[src/rtl/cache_ctrl_pkg.sv]
// Shared types and helpers for the cache miss controller.
// State encoding, default geometry and address field extraction.
package cache_ctrl_pkg;

    localparam int DEF_OFFSET_WIDTH = 3;
    localparam int DEF_INDEX_WIDTH  = 6;
    localparam int DEF_TAG_WIDTH    = 30 - DEF_OFFSET_WIDTH - DEF_INDEX_WIDTH;

    typedef enum logic [2:0] {
        IDLE    = 3'd0,
        COMPARE = 3'd1,
        VICTIM  = 3'd2,
        WB      = 3'd3,
        REFILL  = 3'd4,
        INSTALL = 3'd5
    } state_t;

    // Word within the block: addr[ow+1:2], returned right-aligned.
    function automatic logic [31:0] addr_word_sel(input logic [31:0] addr, input int ow);
        return (addr >> 2) & ((32'd1 << ow) - 32'd1);
    endfunction

    // Set index: the iw bits directly above the word select.
    function automatic logic [31:0] addr_index(input logic [31:0] addr, input int ow, input int iw);
        return (addr >> (ow + 2)) & ((32'd1 << iw) - 32'd1);
    endfunction

    // Tag: the top tw bits of the address.
    function automatic logic [31:0] addr_tag(input logic [31:0] addr, input int tw);
        return addr >> (32 - tw);
    endfunction

endpackage

[src/rtl/cache_perf_cnt.sv]
// Three saturating 32-bit event counters (hits, misses, write-backs).
// Only instantiated when CACHE_MISS_CTRL_PERF_EN is defined.
module cache_perf_cnt (
    input  logic        clk,
    input  logic        rst,
    input  logic        inc_hit,
    input  logic        inc_miss,
    input  logic        inc_wb,
    output logic [31:0] hits,
    output logic [31:0] misses,
    output logic [31:0] wbs
);

    // Count each event, holding at all-ones instead of wrapping.
    always_ff @(posedge clk or negedge rst) begin
        if (!rst) begin
            hits   <= '0;
            misses <= '0;
            wbs    <= '0;
        end else begin
            if (inc_hit  && hits   != 32'hFFFF_FFFF) hits   <= hits + 32'd1;
            if (inc_miss && misses != 32'hFFFF_FFFF) misses <= misses + 32'd1;
            if (inc_wb   && wbs    != 32'hFFFF_FFFF) wbs    <= wbs + 32'd1;
        end
    end

endmodule

[src/rtl/cache_miss_ctrl.sv]
// Miss-handling control FSM in front of a 2-way cache array.
// Latches one CPU request, runs the tag compare, and on a miss performs
// victim read, optional write-back, refill, install and compare replay.
// Optional macro CACHE_MISS_CTRL_PERF_EN adds perf_hits/perf_misses/perf_wbs.
// state_dbg exposes the FSM state for checkers.
// Handshake: mem_req/mem_we/mem_addr/mem_wdata hold steady from the first
// request cycle through the cycle mem_ack=1; mem_req falls on the next edge.
// mem_ack seen while mem_req=0 has no effect. cpu_req is taken only while
// cpu_ready=1; cpu_done is a single-cycle completion pulse.
module cache_miss_ctrl
    import cache_ctrl_pkg::*;
#(
    parameter int OFFSET_WIDTH = DEF_OFFSET_WIDTH,
    parameter int INDEX_WIDTH  = DEF_INDEX_WIDTH,
    parameter int TAG_WIDTH    = 30 - OFFSET_WIDTH - INDEX_WIDTH,
    parameter int BLK_W        = 32 << OFFSET_WIDTH
) (
    input  logic                    clk,
    input  logic                    rst,
    input  logic                    cpu_req,
    input  logic                    cpu_we,
    input  logic [31:0]             cpu_addr,
    input  logic [3:0]              cpu_byte_en,
    input  logic [31:0]             cpu_wdata,
    output logic                    cpu_ready,
    output logic                    cpu_done,
    output logic [31:0]             cpu_rdata,
    output logic                    c_enable,
    output logic                    c_cmp,
    output logic                    c_write,
    output logic                    c_valid_in,
    output logic [3:0]              c_byte_w_en,
    output logic [TAG_WIDTH-1:0]    c_tag,
    output logic [INDEX_WIDTH-1:0]  c_index,
    output logic [OFFSET_WIDTH-1:0] c_word_sel,
    output logic [31:0]             c_data_in,
    output logic [BLK_W-1:0]        c_block_in,
    input  logic                    c_hit,
    input  logic                    c_dirty,
    input  logic                    c_valid,
    input  logic [TAG_WIDTH-1:0]    c_tag_out,
    input  logic [31:0]             c_data_out,
    input  logic [BLK_W-1:0]        c_data_wb,
    output logic                    mem_req,
    output logic                    mem_we,
    output logic [31:0]             mem_addr,
    output logic [BLK_W-1:0]        mem_wdata,
    input  logic [BLK_W-1:0]        mem_rdata,
    input  logic                    mem_ack,
`ifdef CACHE_MISS_CTRL_PERF_EN
    output logic [31:0]             perf_hits,
    output logic [31:0]             perf_misses,
    output logic [31:0]             perf_wbs,
`endif
    output logic [2:0]              state_dbg
);

    state_t                 state, state_nx;
    logic [31:2]            req_addr;
    logic                   req_we;
    logic [3:0]             req_be;
    logic [31:0]            req_wdata;
    logic [TAG_WIDTH-1:0]   vic_tag;
    logic [BLK_W-1:0]       vic_blk;
    logic                   vic_valid;
    logic                   vic_dirty;
    logic [BLK_W-1:0]       fill_blk;
    logic                   replay;

    // Array address fields always come from the request latch.
    assign c_tag      = TAG_WIDTH'(addr_tag({req_addr, 2'b00}, TAG_WIDTH));
    assign c_index    = INDEX_WIDTH'(addr_index({req_addr, 2'b00}, OFFSET_WIDTH, INDEX_WIDTH));
    assign c_word_sel = OFFSET_WIDTH'(addr_word_sel({req_addr, 2'b00}, OFFSET_WIDTH));
    assign c_data_in  = req_wdata;
    assign c_block_in = fill_blk;
    assign mem_wdata  = vic_blk;
    assign state_dbg  = state;

    // State register plus request, victim and refill latches.
    always_ff @(posedge clk or negedge rst) begin
        if (!rst) begin
            state     <= IDLE;
            req_addr  <= '0;
            req_we    <= 1'b0;
            req_be    <= '0;
            req_wdata <= '0;
            vic_tag   <= '0;
            vic_blk   <= '0;
            vic_valid <= 1'b0;
            vic_dirty <= 1'b0;
            fill_blk  <= '0;
            replay    <= 1'b0;
        end else begin
            state <= state_nx;
            case (state)
                IDLE: begin
                    if (cpu_req) begin
                        req_addr  <= cpu_addr[31:2];
                        req_we    <= cpu_we;
                        req_be    <= cpu_byte_en;
                        req_wdata <= cpu_wdata;
                    end
                end
                COMPARE: begin
                    if (c_hit) replay <= 1'b0;
                end
                VICTIM: begin
                    vic_tag   <= c_tag_out;
                    vic_blk   <= c_data_wb;
                    vic_valid <= c_valid;
                    vic_dirty <= c_dirty;
                end
                REFILL: begin
                    if (mem_ack) fill_blk <= mem_rdata;
                end
                INSTALL: replay <= 1'b1;
                default: ;
            endcase
        end
    end

    // Next state and all state-decoded control outputs.
    always_comb begin
        state_nx    = state;
        cpu_ready   = 1'b0;
        cpu_done    = 1'b0;
        cpu_rdata   = '0;
        c_enable    = 1'b0;
        c_cmp       = 1'b0;
        c_write     = 1'b0;
        c_valid_in  = 1'b0;
        c_byte_w_en = '0;
        mem_req     = 1'b0;
        mem_we      = 1'b0;
        mem_addr    = '0;
        case (state)
            IDLE: begin
                cpu_ready = 1'b1;
                if (cpu_req) state_nx = COMPARE;
            end
            COMPARE: begin
                c_enable    = 1'b1;
                c_cmp       = 1'b1;
                c_write     = req_we;
                c_byte_w_en = req_we ? req_be : 4'h0;
                if (c_hit) begin
                    cpu_done  = 1'b1;
                    cpu_rdata = c_data_out;
                    state_nx  = IDLE;
                end else begin
                    state_nx = VICTIM;
                end
            end
            VICTIM: begin
                c_enable = 1'b1;
                state_nx = (c_valid && c_dirty) ? WB : REFILL;
            end
            WB: begin
                // Only reachable with a valid dirty victim latched.
                mem_req  = vic_valid & vic_dirty;
                mem_we   = 1'b1;
                mem_addr = {vic_tag, c_index, (OFFSET_WIDTH + 2)'(0)};
                if (mem_ack) state_nx = REFILL;
            end
            REFILL: begin
                mem_req  = 1'b1;
                mem_addr = {c_tag, c_index, (OFFSET_WIDTH + 2)'(0)};
                if (mem_ack) state_nx = INSTALL;
            end
            INSTALL: begin
                c_enable    = 1'b1;
                c_write     = 1'b1;
                c_valid_in  = 1'b1;
                c_byte_w_en = 4'hF;
                state_nx    = COMPARE;
            end
            default: state_nx = IDLE;
        endcase
    end

`ifdef CACHE_MISS_CTRL_PERF_EN
    logic inc_hit, inc_miss, inc_wb;

    // Replayed compares after an install are not counted as hits.
    assign inc_hit  = (state == COMPARE) && c_hit && !replay;
    assign inc_miss = (state == COMPARE) && !c_hit;
    assign inc_wb   = (state == WB) && mem_ack;

    cache_perf_cnt u_perf (
        .clk      (clk),
        .rst      (rst),
        .inc_hit  (inc_hit),
        .inc_miss (inc_miss),
        .inc_wb   (inc_wb),
        .hits     (perf_hits),
        .misses   (perf_misses),
        .wbs      (perf_wbs)
    );
`endif

endmodule

[config.mk]
export PLATFORM = sky130hd
export DESIGN_NAME = cache_miss_ctrl
export DESIGN_NICKNAME = d
export VERILOG_FILES = /design/src/rtl/cache_ctrl_pkg.sv /design/src/rtl/cache_perf_cnt.sv /design/src/rtl/cache_miss_ctrl.sv
export SDC_FILE = /design/constraint.sdc
export NUM_CORES = 1
export LEC_CHECK = 0
export ABC_AREA = 0
export ABC_CLOCK_PERIOD_IN_PS = 2800
export BUFFER_PORTS_ARGS = -buffer_cell sky130_fd_sc_hd__clkbuf_2
export CAP_MARGIN = 20
export CORE_AREA = 10 10 501 503
export DETAILED_ROUTE_END_ITERATION = 8
export DIE_AREA = 0 0 511 513
export SETUP_SLACK_MARGIN = 0.1
export SKIP_CTS_REPAIR_TIMING = 1
export SLEW_MARGIN = 20
export SYNTH_ARGS = -nofsm -noshare
export SYNTH_HDL_FRONTEND = slang
export SYNTH_SLANG_ARGS = --single-unit
[constraint.sdc]
create_clock -name clk -period 2.8 [get_ports clk]
set_clock_uncertainty 0.2 [all_clocks]
set_input_delay 0.56 -clock clk [delete_from_list [all_inputs] [get_ports clk]]
set_output_delay 0.56 -clock clk [all_outputs]
set_load 0.02 [all_outputs]
==> flow_summary.ini <==
[routing]
dr_wl_met3_um = 22600
met2RoutedLength_um = 84900
via_per_inst = 3.17
vias = 21200
postRouteAntennaNets = 0
detail_route.drc_violations = 0
drt_first_iter_violations = 1146
wirelength_met1_um = 61600
pre_repair_dr_iteration_count = 5
highest_layer = met5
wire_per_inst_um = 26.9
postRouteWirelength_um = 179000

[worst_setup_path]
critical_path.max_fanout = 8
worst_path_max_delay_cell = sky130_fd_sc_hd__dfrtp_2
cp.required_ns = 2.04
family_of_cells_with_the_greatest_summed_delay_on_the_critical_path = simple AND/OR/NAND/NOR gates
cp-start-kind = register
timing.critical_path.slowest_cell_delay_ns = 0.45
worstPathArrival_ns = 2.18
critical_path_buf_inv_count = 3
timing.critical_path.to_type = primary output
criticalPathCategory = reg -> out
critical_path.cell_chain = nand2b_4 -> nor3b_4 -> buf_12 -> buf_6 -> and2_1 -> buf_4

[floorplanning]
design.portCount = 1294
die_ar_um2 = 262000
rows = 180
die_width_um = 511
floorplan.initialDensity_pct = 9.66
placeable_core_area_um2 = 240000
die_height_um = 513

[logic_synthesis]
synth-async-reset-ratio_pct = 100
synthesis.instances = 1390
synth.area.mux_share_pct = 29.2
synth.avg_cell_area_um2 = 16.7
synth_top_flop_cell = sky130_fd_sc_hd__dfrtp_1
synth_seq_area_share_pct = 65.2
synthXorXnorAreaFrac_pct = 0
synth_compound_gate_area_share_pct = 1.06
yosys.area_share.simple_pct = 1.72
count_of_flip_flops_with_a_built_in_enable_after_synthesis = 0
post_synth_fa_ha_maj_area_fraction_pct = 0
synth_warnings = 0
yosys.cell_types.count = 27
synth_top_family_by_area = multiplexers
syn-cell-area_um2 = 23200
synth_seq_cells = 605

[power]
power_density_nw_per_um2 = 1160
power.leakage_nw = 19.8
peakVddDrop_mv = 0.686

[timing]
layout_setup_ws_ns = -0.144
worst_slew_margin_rel_pct = 32.7
hold_viol_final = 0
setup_total_negative_slack_ns = -5.66
final_period_minus_worst_setup_slack_ns = 2.94
finalCritPeriodShare_pct = 105
timing.fmax_ghz = 0.340
worst-slew-pin-transition_ns = 1.01
rsz0062_at_grt = yes
slew_viol_final = 0
setup_viol_count_final = 60

[placement]
port_buffers = 1286
dpl.hpwl_um = 152000
routability_driven_placement_congestion_ratio = 0.942

[worst_hold_path]
hp-class = in -> reg

[cts]
ctsLongestPathBuffers = 3
worst_skew_pair.late_latency_ns = 0.71
clk_pin_slew_ns = 0.06
ctsRootBufferMaster = sky130_fd_sc_hd__clkbuf_16
cts_max_level = 3
tritoncts = yes
cts-buffers-inserted = 79
tritoncts_num_sinks = 605

[grt]
antenna_found_initial = 177
grt_first_pass_wirelength_um = 215000
number_of_global_route_vias_before_repair = 19900
grt_overflow_total = 0
grt_usage_pct = 12.5
grt_start_max_net_pins = 145

[layout]
multi_input_comb_area_um2 = 7590
nNetsFinal = 3997
most-common-layout-cells = 1,216 x sky130_fd_sc_hd__clkbuf_2, 604 x sky130_fd_sc_hd__dlygate4sd3_1, 602 x sky130_fd_sc_hd__dfrtp_1, 402 x sky130_fd_sc_hd__mux2_2, 200 x sky130_fd_sc_hd__mux2_1
fill_cells = 26100
synthToLayoutAreaGrowth_pct = 86.2
most_common_library_cell_in_the_layout_ignoring_fill_and_taps = sky130_fd_sc_hd__clkbuf_2
final_util_pct = 18.0
layout.area.seq_um2 = 15100
drive_above_1_share_pct = 56.6

[run]
drv_cap = 0

[status]
violated_checks = setup timing
status = finished, violations left
power breakdown:
| group | leakage, nW | internal [mW] | switching (mW) |
|---|---|---|---|
| Sequential | 7.17 | 13.2 | 2.76 |
| Combinational | 11.4 | 8.40 | 15.2 |
| Clock | 1.28 | 5.99 | 4.48 |
flip-flops by register name (all words and copies together), names as in the netlist:
register,cells
state_dbg,3
vic_dirty,1
mem_wdata,256
c_block_in,256
req_addr,30
vic_tag,21
req_we,1
req_be,4
c_data_in,32
vic_valid,1
layer usage:
metal	up-vias	GRT usage [%]
li1	8909	-
met5	-	0
met4	38	5.69
met1	10400	11.9
met3	408	8.08
met2	1453	21.1
worst paths after layout:
check | from | depth (start not counted) | slack [ns] | end
setup reg to reg | state_dbg[0] | 4 | 0.38 | mem_wdata[155]
hold / removal | c_hit | 4 | 0.09 | state_dbg[1]
max in group asynchronous | rst | 4 | 1.31 | mem_wdata[247]
min in group asynchronous | rst | 2 | 0.14 | req_addr[11]
hold reg to reg | c_block_in[109] | 1 | 0.28 | c_block_in[109]
setup / recovery | state_dbg[1] | 6 | -0.14 | cpu_rdata[3]
final cells by class:
type                            count  area share, %
Antenna cell                       71          0.411
Clock buffer                      112           5.23
Clock inverter                     30          0.859
Inverter                            1        0.00868
Multi-Input combinational cell    704           17.6
Sequential cell                   605           35.0
Tap cell                         3185           9.21
Timing Repair Buffer             1965           31.7
cells in the mapped netlist (all sizes together) (2+ instances only):
library cell  number  share of area (%)
nand2              4              0.065
nand2b             2              0.054
mux2             602                 29
a22o              21               0.79
nor3b              3               0.12
o21ai              2              0.043
dfrtp            605                 65
a21oi              7               0.15
and2              39                1.1
clkbuf             8               0.13
nor2               8               0.13
buf               76                2.6
nor2b              3              0.081
tightest hold or removal path: cells and delay by family:
family                 cells  cell delay (ns)
muxes                      1             0.09
buffers and inverters      1             0.17
and+or+nand+nor            1             0.07
AOI/OAI and AO/OA          1             0.06
cells by family after synthesis:
family,after synthesis
AO/OA/AOI/OAI,32
buffers and inverters,85
flip-flops,605
multiplexers,603
other,1
AND/OR/NAND/NOR,64
stage by stage:
stage / power [mW] / worst slack (ns) / cell area [um^2] / cells / hold WS [ns]
4_1_cts: 49.8 / -0.520 / 36400 / 5987 / -0.523
3_3_place_gp: 38.5 / 0.347 / 33800 / 5845 / 0.269
2_1_floorplan: 26.8 / 0.206 / 23200 / 1394 / 0.0644
3_5_place_dp: 38.9 / 0.328 / 33800 / 5845 / 0.275
5_1_grt: 52.8 / -0.271 / 43200 / 6658 / 0.0561
6_report: 50.1 / -0.144 / 43200 / 6673 / 0.0881
No activity file was read; power rests on OpenSTA's default activity.
